===== src/rtl/seg_scan_driver_if.sv =====
// Load/result/display bundle for seg_scan_driver: binary value in,
// BCD result and multiplexed 7-segment drive out.
interface seg_scan_driver_if;
    logic [6:0]  value;
    logic        load;
    logic        busy;
    logic [11:0] bcd;
    logic [6:0]  seg;
    logic [2:0]  an;

    modport master (output value, load, input busy, bcd, seg, an);
    modport slave  (input value, load, output busy, bcd, seg, an);
endinterface


===== src/rtl/seg_scan_driver.sv =====
// 7-bit binary to 3-digit BCD converter (double-dabble, one iteration per
// clock) driving a multiplexed, leading-zero-blanked 7-segment display.
module seg_scan_driver #(
    parameter int REFRESH_DIV    = 50000,
    parameter bit SEG_ACTIVE_LOW = 1'b1
) (
    input  logic             clk,
    input  logic             rst,
    seg_scan_driver_if.slave bus
);

    localparam int PW = (REFRESH_DIV > 2) ? $clog2(REFRESH_DIV) : 1;
    localparam logic [PW-1:0] PRESC_MAX = PW'(REFRESH_DIV - 1);

    typedef enum logic {IDLE, SHIFT} state_t;

    state_t      state, state_nxt;
    logic [2:0]  iter, iter_nxt;
    logic [6:0]  bin_q, bin_nxt;
    logic [11:0] sh_q, sh_nxt;
    logic [11:0] bcd_q, bcd_nxt;
    logic [11:0] adj;
    logic [18:0] shifted;

    logic [PW-1:0] presc;
    logic [1:0]    digit;
    logic [3:0]    nib;
    logic          blank;
    logic [6:0]    lit;

    always_comb begin
        adj = '0;
        for (int unsigned i = 0; i < 3; i++) begin
            adj[i*4 +: 4] = (sh_q[i*4 +: 4] >= 4'd5) ? sh_q[i*4 +: 4] + 4'd3
                                                    : sh_q[i*4 +: 4];
        end
        shifted = {adj, bin_q} << 1;

        state_nxt = state;
        iter_nxt  = iter;
        bin_nxt   = bin_q;
        sh_nxt    = sh_q;
        bcd_nxt   = bcd_q;
        case (state)
            IDLE: begin
                if (bus.load) begin
                    state_nxt = SHIFT;
                    bin_nxt   = bus.value;
                    sh_nxt    = '0;
                    iter_nxt  = '0;
                end
            end
            SHIFT: begin
                sh_nxt   = shifted[18:7];
                bin_nxt  = shifted[6:0];
                iter_nxt = iter + 3'd1;
                // Seventh iteration: publish directly so partial sums never reach bcd.
                if (iter_nxt == 3'd7) begin
                    state_nxt = IDLE;
                    bcd_nxt   = shifted[18:7];
                end
            end
            default: state_nxt = IDLE;
        endcase
    end

    always_ff @(posedge clk or posedge rst) begin
        if (rst) begin
            state <= IDLE;
            iter  <= '0;
            bin_q <= '0;
            sh_q  <= '0;
            bcd_q <= '0;
        end else begin
            state <= state_nxt;
            iter  <= iter_nxt;
            bin_q <= bin_nxt;
            sh_q  <= sh_nxt;
            bcd_q <= bcd_nxt;
        end
    end

    always_ff @(posedge clk or posedge rst) begin
        if (rst) begin
            presc <= '0;
            digit <= '0;
        end else if (presc == PRESC_MAX) begin
            presc <= '0;
            digit <= (digit == 2'd2) ? 2'd0 : digit + 2'd1;
        end else begin
            presc <= presc + PW'(1);
        end
    end

    always_comb begin
        nib   = '0;
        blank = 1'b1;
        bus.an = '0;
        case (digit)
            2'd0: begin
                nib    = bcd_q[3:0];
                blank  = 1'b0;
                bus.an = 3'b001;
            end
            2'd1: begin
                nib    = bcd_q[7:4];
                blank  = (bcd_q[11:8] == 4'd0) && (bcd_q[7:4] == 4'd0);
                bus.an = 3'b010;
            end
            2'd2: begin
                nib    = bcd_q[11:8];
                blank  = (bcd_q[11:8] == 4'd0);
                bus.an = 3'b100;
            end
            default: ;
        endcase

        case (nib)
            4'd0:    lit = 7'b0111111;
            4'd1:    lit = 7'b0000110;
            4'd2:    lit = 7'b1011011;
            4'd3:    lit = 7'b1001111;
            4'd4:    lit = 7'b1100110;
            4'd5:    lit = 7'b1101101;
            4'd6:    lit = 7'b1111101;
            4'd7:    lit = 7'b0000111;
            4'd8:    lit = 7'b1111111;
            4'd9:    lit = 7'b1101111;
            default: lit = 7'b0000000;
        endcase
        if (blank) begin
            lit = '0;
        end
        bus.seg = SEG_ACTIVE_LOW ? ~lit : lit;
    end

    assign bus.busy = (state == SHIFT);
    assign bus.bcd  = bcd_q;

endmodule


===== src/flat_wrapper.sv =====
// flat-port wrapper written by rule: the top's interface ports become plain ports
module seg_scan_driver_flat 
#(
    parameter int REFRESH_DIV    = 50000,
    parameter bit SEG_ACTIVE_LOW = 1'b1
)
  (clk, rst, bus_value, bus_load, bus_busy, bus_bcd, bus_seg, bus_an);
  seg_scan_driver_if bus_i ();
  input  logic clk;
  input  logic rst;
  input wire logic [$bits(bus_i.value)-1:0] bus_value;
  input wire logic [$bits(bus_i.load)-1:0] bus_load;
  output wire logic [$bits(bus_i.busy)-1:0] bus_busy;
  output wire logic [$bits(bus_i.bcd)-1:0] bus_bcd;
  output wire logic [$bits(bus_i.seg)-1:0] bus_seg;
  output wire logic [$bits(bus_i.an)-1:0] bus_an;
  assign bus_i.value = bus_value;
  assign bus_i.load = bus_load;
  assign bus_busy = bus_i.busy;
  assign bus_bcd = bus_i.bcd;
  assign bus_seg = bus_i.seg;
  assign bus_an = bus_i.an;
  seg_scan_driver #(.REFRESH_DIV(REFRESH_DIV), .SEG_ACTIVE_LOW(SEG_ACTIVE_LOW)) u_core (.clk(clk), .rst(rst), .bus(bus_i));
endmodule

===== config.mk =====
export PLATFORM = sky130hd
export DESIGN_NAME = seg_scan_driver_flat
export DESIGN_NICKNAME = d
export VERILOG_FILES = /design/src/rtl/seg_scan_driver_if.sv /design/src/rtl/seg_scan_driver.sv /design/src/flat_wrapper.sv
export SDC_FILE = /design/constraint.sdc
export NUM_CORES = 1
export LEC_CHECK = 0
export ABC_AREA = 1
export ABC_CLOCK_PERIOD_IN_PS = 3800
export CAP_MARGIN = 20
export CORE_AREA = 2 2 81 83
export CTS_BUF_LIST = sky130_fd_sc_hd__clkbuf_16
export DETAILED_ROUTE_END_ITERATION = 16
export DIE_AREA = 0 0 83 85
export HOLD_SLACK_MARGIN = 0.1
export PLACE_DENSITY_LB_ADDON = 0.15
export SYNTH_ARGS = -nofsm -noshare
export SYNTH_HDL_FRONTEND = slang
export SYNTH_SLANG_ARGS = --single-unit

===== constraint.sdc =====
create_clock -name clk -period 3.8 [get_ports clk]
set_clock_uncertainty 0.05 [all_clocks]
set_input_delay 0.38 -clock clk [delete_from_list [all_inputs] [get_ports clk]]
set_output_delay 0.38 -clock clk [all_outputs]
set_load 0.01 [all_outputs]

== Word-level counts from Yosys, hierarchy flattened ==
Memory sizes are Yosys's and may differ from the RTL's.
Cells that the tools add are included.
Storage, ports and cells
  register bits: 53
  bits in latches: 0
  memory bits (writable): 0
  bits in read-only memories: 112
  input port bits: 10
  output and inout port bits: 23
  word-level logic and storage cells: 47
  memories kept: 1
Operators by class
  add/sub/neg operators: 6
  multiply operators: 0
  divide/modulo/power cells: 0
  order comparisons: 3
  eq/ne operators: 5
  shifts and indexed selects: 0
  muxes and demuxes: 18
  bitwise operators: 2
  reduce and logical (&&, ||, !) cells: 5
Memory list
  (name not given): words 16, width 7, read ports 1, clocked after Yosys merged registers in 0, write ports 0, line seg_scan_driver.sv:118  | case (nib)
Operator list (number)
  $pmux W12 S2: 1
  $add A16 B1 Y16 const B: 1
  $eq A16 B16 Y1 const B: 1
  $mux W16: 1
  $mux W7: 2
  $pmux W7 S2: 1
  $ge A4 B3 Y1 const B: 3
  $mux W12: 1
  $pmux W4 S3: 1
  $pmux W3 S3: 1
  $add A4 B2 Y4 const B: 2
  $logic_not A4 Y1: 2
  $mux W4: 2
  $not A7 Y7: 1
  $mux W3: 2
  $pmux W3 S2: 1
  $add A3 B1 Y3 const B: 1
  $add A3 B2 Y3 const B: 1
  $eq A3 B3 Y1 const B: 1
  $pmux W1 S3: 1
  $add A2 B1 Y2 const B: 1
  $eq A2 B1 Y1 const B: 1
  $eq A2 B2 Y1 const B: 1
  $logic_not A2 Y1: 1
  7 further kinds: 8

== Longest topological paths before layout ==
  depth after elaboration: 5
  gate-level depth with buffers: 11
  gate-level depth less buffers: 11

== Least setup slack after synthesis ==
No wires, ideal clock.
  path type: register -> output
  from: reg u_core.digit[0]
  to: out bus_seg[3]
  arrival: 1510 ps
  required time: 3370 ps
  setup slack: 1860 ps
  cell stages (with the launch flop): 10
  buffers on the path: 0
  cell sequence: dfrtp_1 -> inv_2 -> nor2_2 -> nand2_1 -> nand3_2 -> inv_1 -> ha_1 -> nand2_1 -> nand3_1 -> nand3_1
On the way
  longest elaborated chain between the ends: 5
  elaborated cells between the ends (all ways): 8
  classes of those cells: 2 x eq/ne; 3 x mux; 1 x bitwise; 1 x reduce/logical; 1 x memory
Ends and longest elaborated chain
  start, declared: line seg_scan_driver.sv:26  | logic [1:0] digit;
  start signal, assigned: line seg_scan_driver.sv:89  | digit <= (digit == 2'd2) ? 2'd0 : digit + 2'd1;
  $eq A2 B2 Y1 (tied with other cells): line seg_scan_driver.sv:99  | case (digit)
  $pmux W4 S3: line seg_scan_driver.sv:99
  $mem_v2 Z16 W7
  $mux W7 *: line seg_scan_driver.sv:131  | if (blank) begin
  $not A7 Y7 *: line seg_scan_driver.sv:134  | bus.seg = SEG_ACTIVE_LOW ? ~lit : lit;
  end, declared: line flat_wrapper.sv:15  | output wire logic [$bits(bus_i.seg)-1:0] bus_seg;
Mark *: on every way between the ends. The rest lies on a longest branch, timed or not.

== Final worst setup path ==
Same ends and word-level chain as after synthesis.

==> reports/results.ini <==
[critical_path]
path_delay_family=buffers and inverters
critPathKind=reg2out
r2r_slack_ns=1.79
cp_data_required_time_ns=3.37
cp_data_arrival_time_ns=2.38
endpoint_kind=output pin
cp-start-kind=flop
crit_chain=inv_2 > nor2_2 > nand2_1 > nand3_2 > inv_1 > ha_1 > nand2_1 > nand3_1 > nand3_1 > clkdlybuf4s50_1
critPathBufInv=3
cp_slowest_cell=clkdlybuf4s50_1
cpPeakStageDelay_ns=0.54
path_max_fanout=7

[detailed_routing]
drt_iter0_drc=90
drtPass1Iterations=4
routed-via-count=2504
drc_errors=0
routed_via_density=4.978
ant_nets=0
wire_per_inst_um=11.84
wl_mm=5.958

[clock_tree]
cts.sinks=53
clockRootBuffer=clkbuf_16
cts_tree=built
clock_tree.buffer_depth=2
h-tree-depth=2
clkTransAtPathRegs_ns=0.06
holdBufCountCts=0
clock_latency_ns=0.29
cts_made_buffers=5
cts_resized=0
postCtsSetupRepairBufs=0

[synthesis]
synth-main-ff-cell=dfrtp_1
synth_common_cells=nand2_1, inv_1, dfrtp_1, nand3_1, nor2_1
synth_xor_area_share_pct=3.540
syn-num-nets=413
synth_seq_cells=53
synthCells=389
yosys.area_share.adder_pct=5.900
synth_most_common_cell=nand2_1
synth_area_leader_cell=dfrtp_1
synth.avg_cell_area_um2=7.633
synth.top_cell.area_share_pct=44.67
synth_simple_gate_area_share_pct=30.30
synth-compound-area-share_pct=6.953
synth_area_leaders=dfrtp_1, nand2_1, inv_1
synth_mux_area_share_pct=0
synth_area_um2=2969
ys_seq_area_share_pct=44.67
synth_top_family_by_area=simple AND/OR/NAND/NOR gates
yosysUniqueCellTypes=29
synth-edff-count=0
yosysWarnings=0
synthArstFlopShare_pct=100.0

[power]
max-vdd-ir-drop_v=0.0004952
pwr-share-seq_pct=35.2
power.share.clock_pct=19.4
leakage_uw=0.001853
p_int_uw=1563
switching_share_pct=39.18
p_switching_uw=1007
p_per_area_nw_per_um2=726.2
comb_power_share_pct=45.4

[cells_and_area]
drive_gt1_share_pct=5.869
area_delta_synth_final_pct=19.22
nNetsFinal=449
stdcell_count=503
antenna_cells=0
final_area_um2=3540
post-route-util_pct=57.05

[hold_path]
min_path_type=reg2reg

[timing]
setup_viol=0
worstMarginPinSlew_ns=0.6532
min_period_over_period_pct=73.97
hold_viol_final=0
fin_setup_tns_ns=0
period_minus_slack_ns=2.811
holdWs_ns=0.4392
timing.fmax_mhz=355.8
rsz0062_at_grt=no
relSlewSlack_pct=56.39
drv_slew=0

[floorplanning]
placementRows=29
die_w_um=83
dieArea_um2=7055
start_util_pct=47.85
core_um2=6205
io_pins=33
chipHeight_um=85

[global_routing]
grt_pass1_wl_mm=10.61
track_usage_pct=18.07
grt_pass1_vias=2346
antenna_found_initial=0
grt_max_degree=34
gr-total-overflow=0

[place]
port_buffers=32
place_area_um2=3377
gp_congestion=0.8071
dpl.hpwl_mm=4.529
dpl.cell_count=495

[flow_run]
cap_viol_max_count=0

[run_status]
status=finished clean

area by class of cell:
cell class	instances	area, um2
clock inverter	3	37.54
inverter	62	232.7
tap	77	96.34
fill	548	2665
sequential	53	1326
clock buffer	5	125.1
multi-input combinational	269	1386
timing repair buffer	34	335.3
per-stage QoR:
stage	total power, uW	setup slack (ns)
6_report	2570	0.9891
3_5_place_dp	2085	1.327
5_1_grt	2792	0.8458
3_3_place_gp	2057	1.368
4_1_cts	2596	0.9950
2_1_floorplan	1642	1.860
flip-flops by register name, indices dropped and copies added (netlist names):
register	count
u_core.bin_q	7
u_core.bus.bcd	12
u_core.bus.busy	1
u_core.digit	2
u_core.iter	3
u_core.presc	16
u_core.sh_q	12
cell usage in the layout (no fill, tap or decap), drive strengths merged, types with 5 or more instances in the layout:
master	Yosys	routed
clkdlybuf4s50	0	32
ha	14	14
xor2	11	11
dfrtp	53	53
o21ai	26	26
inv	62	63
clkbuf	1	5
nor2	39	39
nand3	45	45
nand2	112	112
power groups by stage:
stage,Clock (uW),Combinational [uW],Sequential [uW]
2_1_floorplan,0,765,877
3_3_place_gp,0,1140,913
3_5_place_dp,0,1170,915
4_1_cts,511,1180,907
5_1_grt,537,1330,930
6_report,499,1170,905
final timing paths:
path	start	to	cells past startpoint
setup / recovery	u_core.digit[0]$_DFFE_PP0N_	bus_seg[3]	10
hold reg to reg	u_core.bin_q[1]$_DFFE_PP0P_	u_core.bin_q[2]$_DFFE_PP0P_	2
min in group asynchronous	rst	u_core.presc[12]$_DFF_PP0_	2
hold / removal	u_core.bin_q[1]$_DFFE_PP0P_	u_core.bin_q[2]$_DFFE_PP0P_	2
max in group asynchronous	rst	u_core.bin_q[3]$_DFFE_PP0P_	3
setup reg to reg	u_core.bus.busy$_DFF_PP0_	u_core.bus.bcd[9]$_DFFE_PP0P_	4
cell families (layout without fill, tap and decap cells):
| group | after synthesis | count (layout) |
|---|---|---|
| fa+ha+maj | 14 | 14 |
| flops | 53 | 53 |
| compound gates | 38 | 38 |
| simple gates | 205 | 205 |
| buf+inv | 67 | 104 |
| xor+xnor | 12 | 12 |
tightest hold or removal path: cells and delay by family (launching register included):
family,cells,cell delay (ns)
flip-flops,1,0.34
AND/OR/NAND/NOR,2,0.12
metal layers:
layer,vias up,wire length (um),GRT usage [%]
met1,1151,2822,23.56
met5,-,0,0
met4,0,85,4.918
met3,10,200,3.210
met2,50,2849,31.23
li1,1293,-,-
No activity file was read; power rests on OpenSTA's default activity.
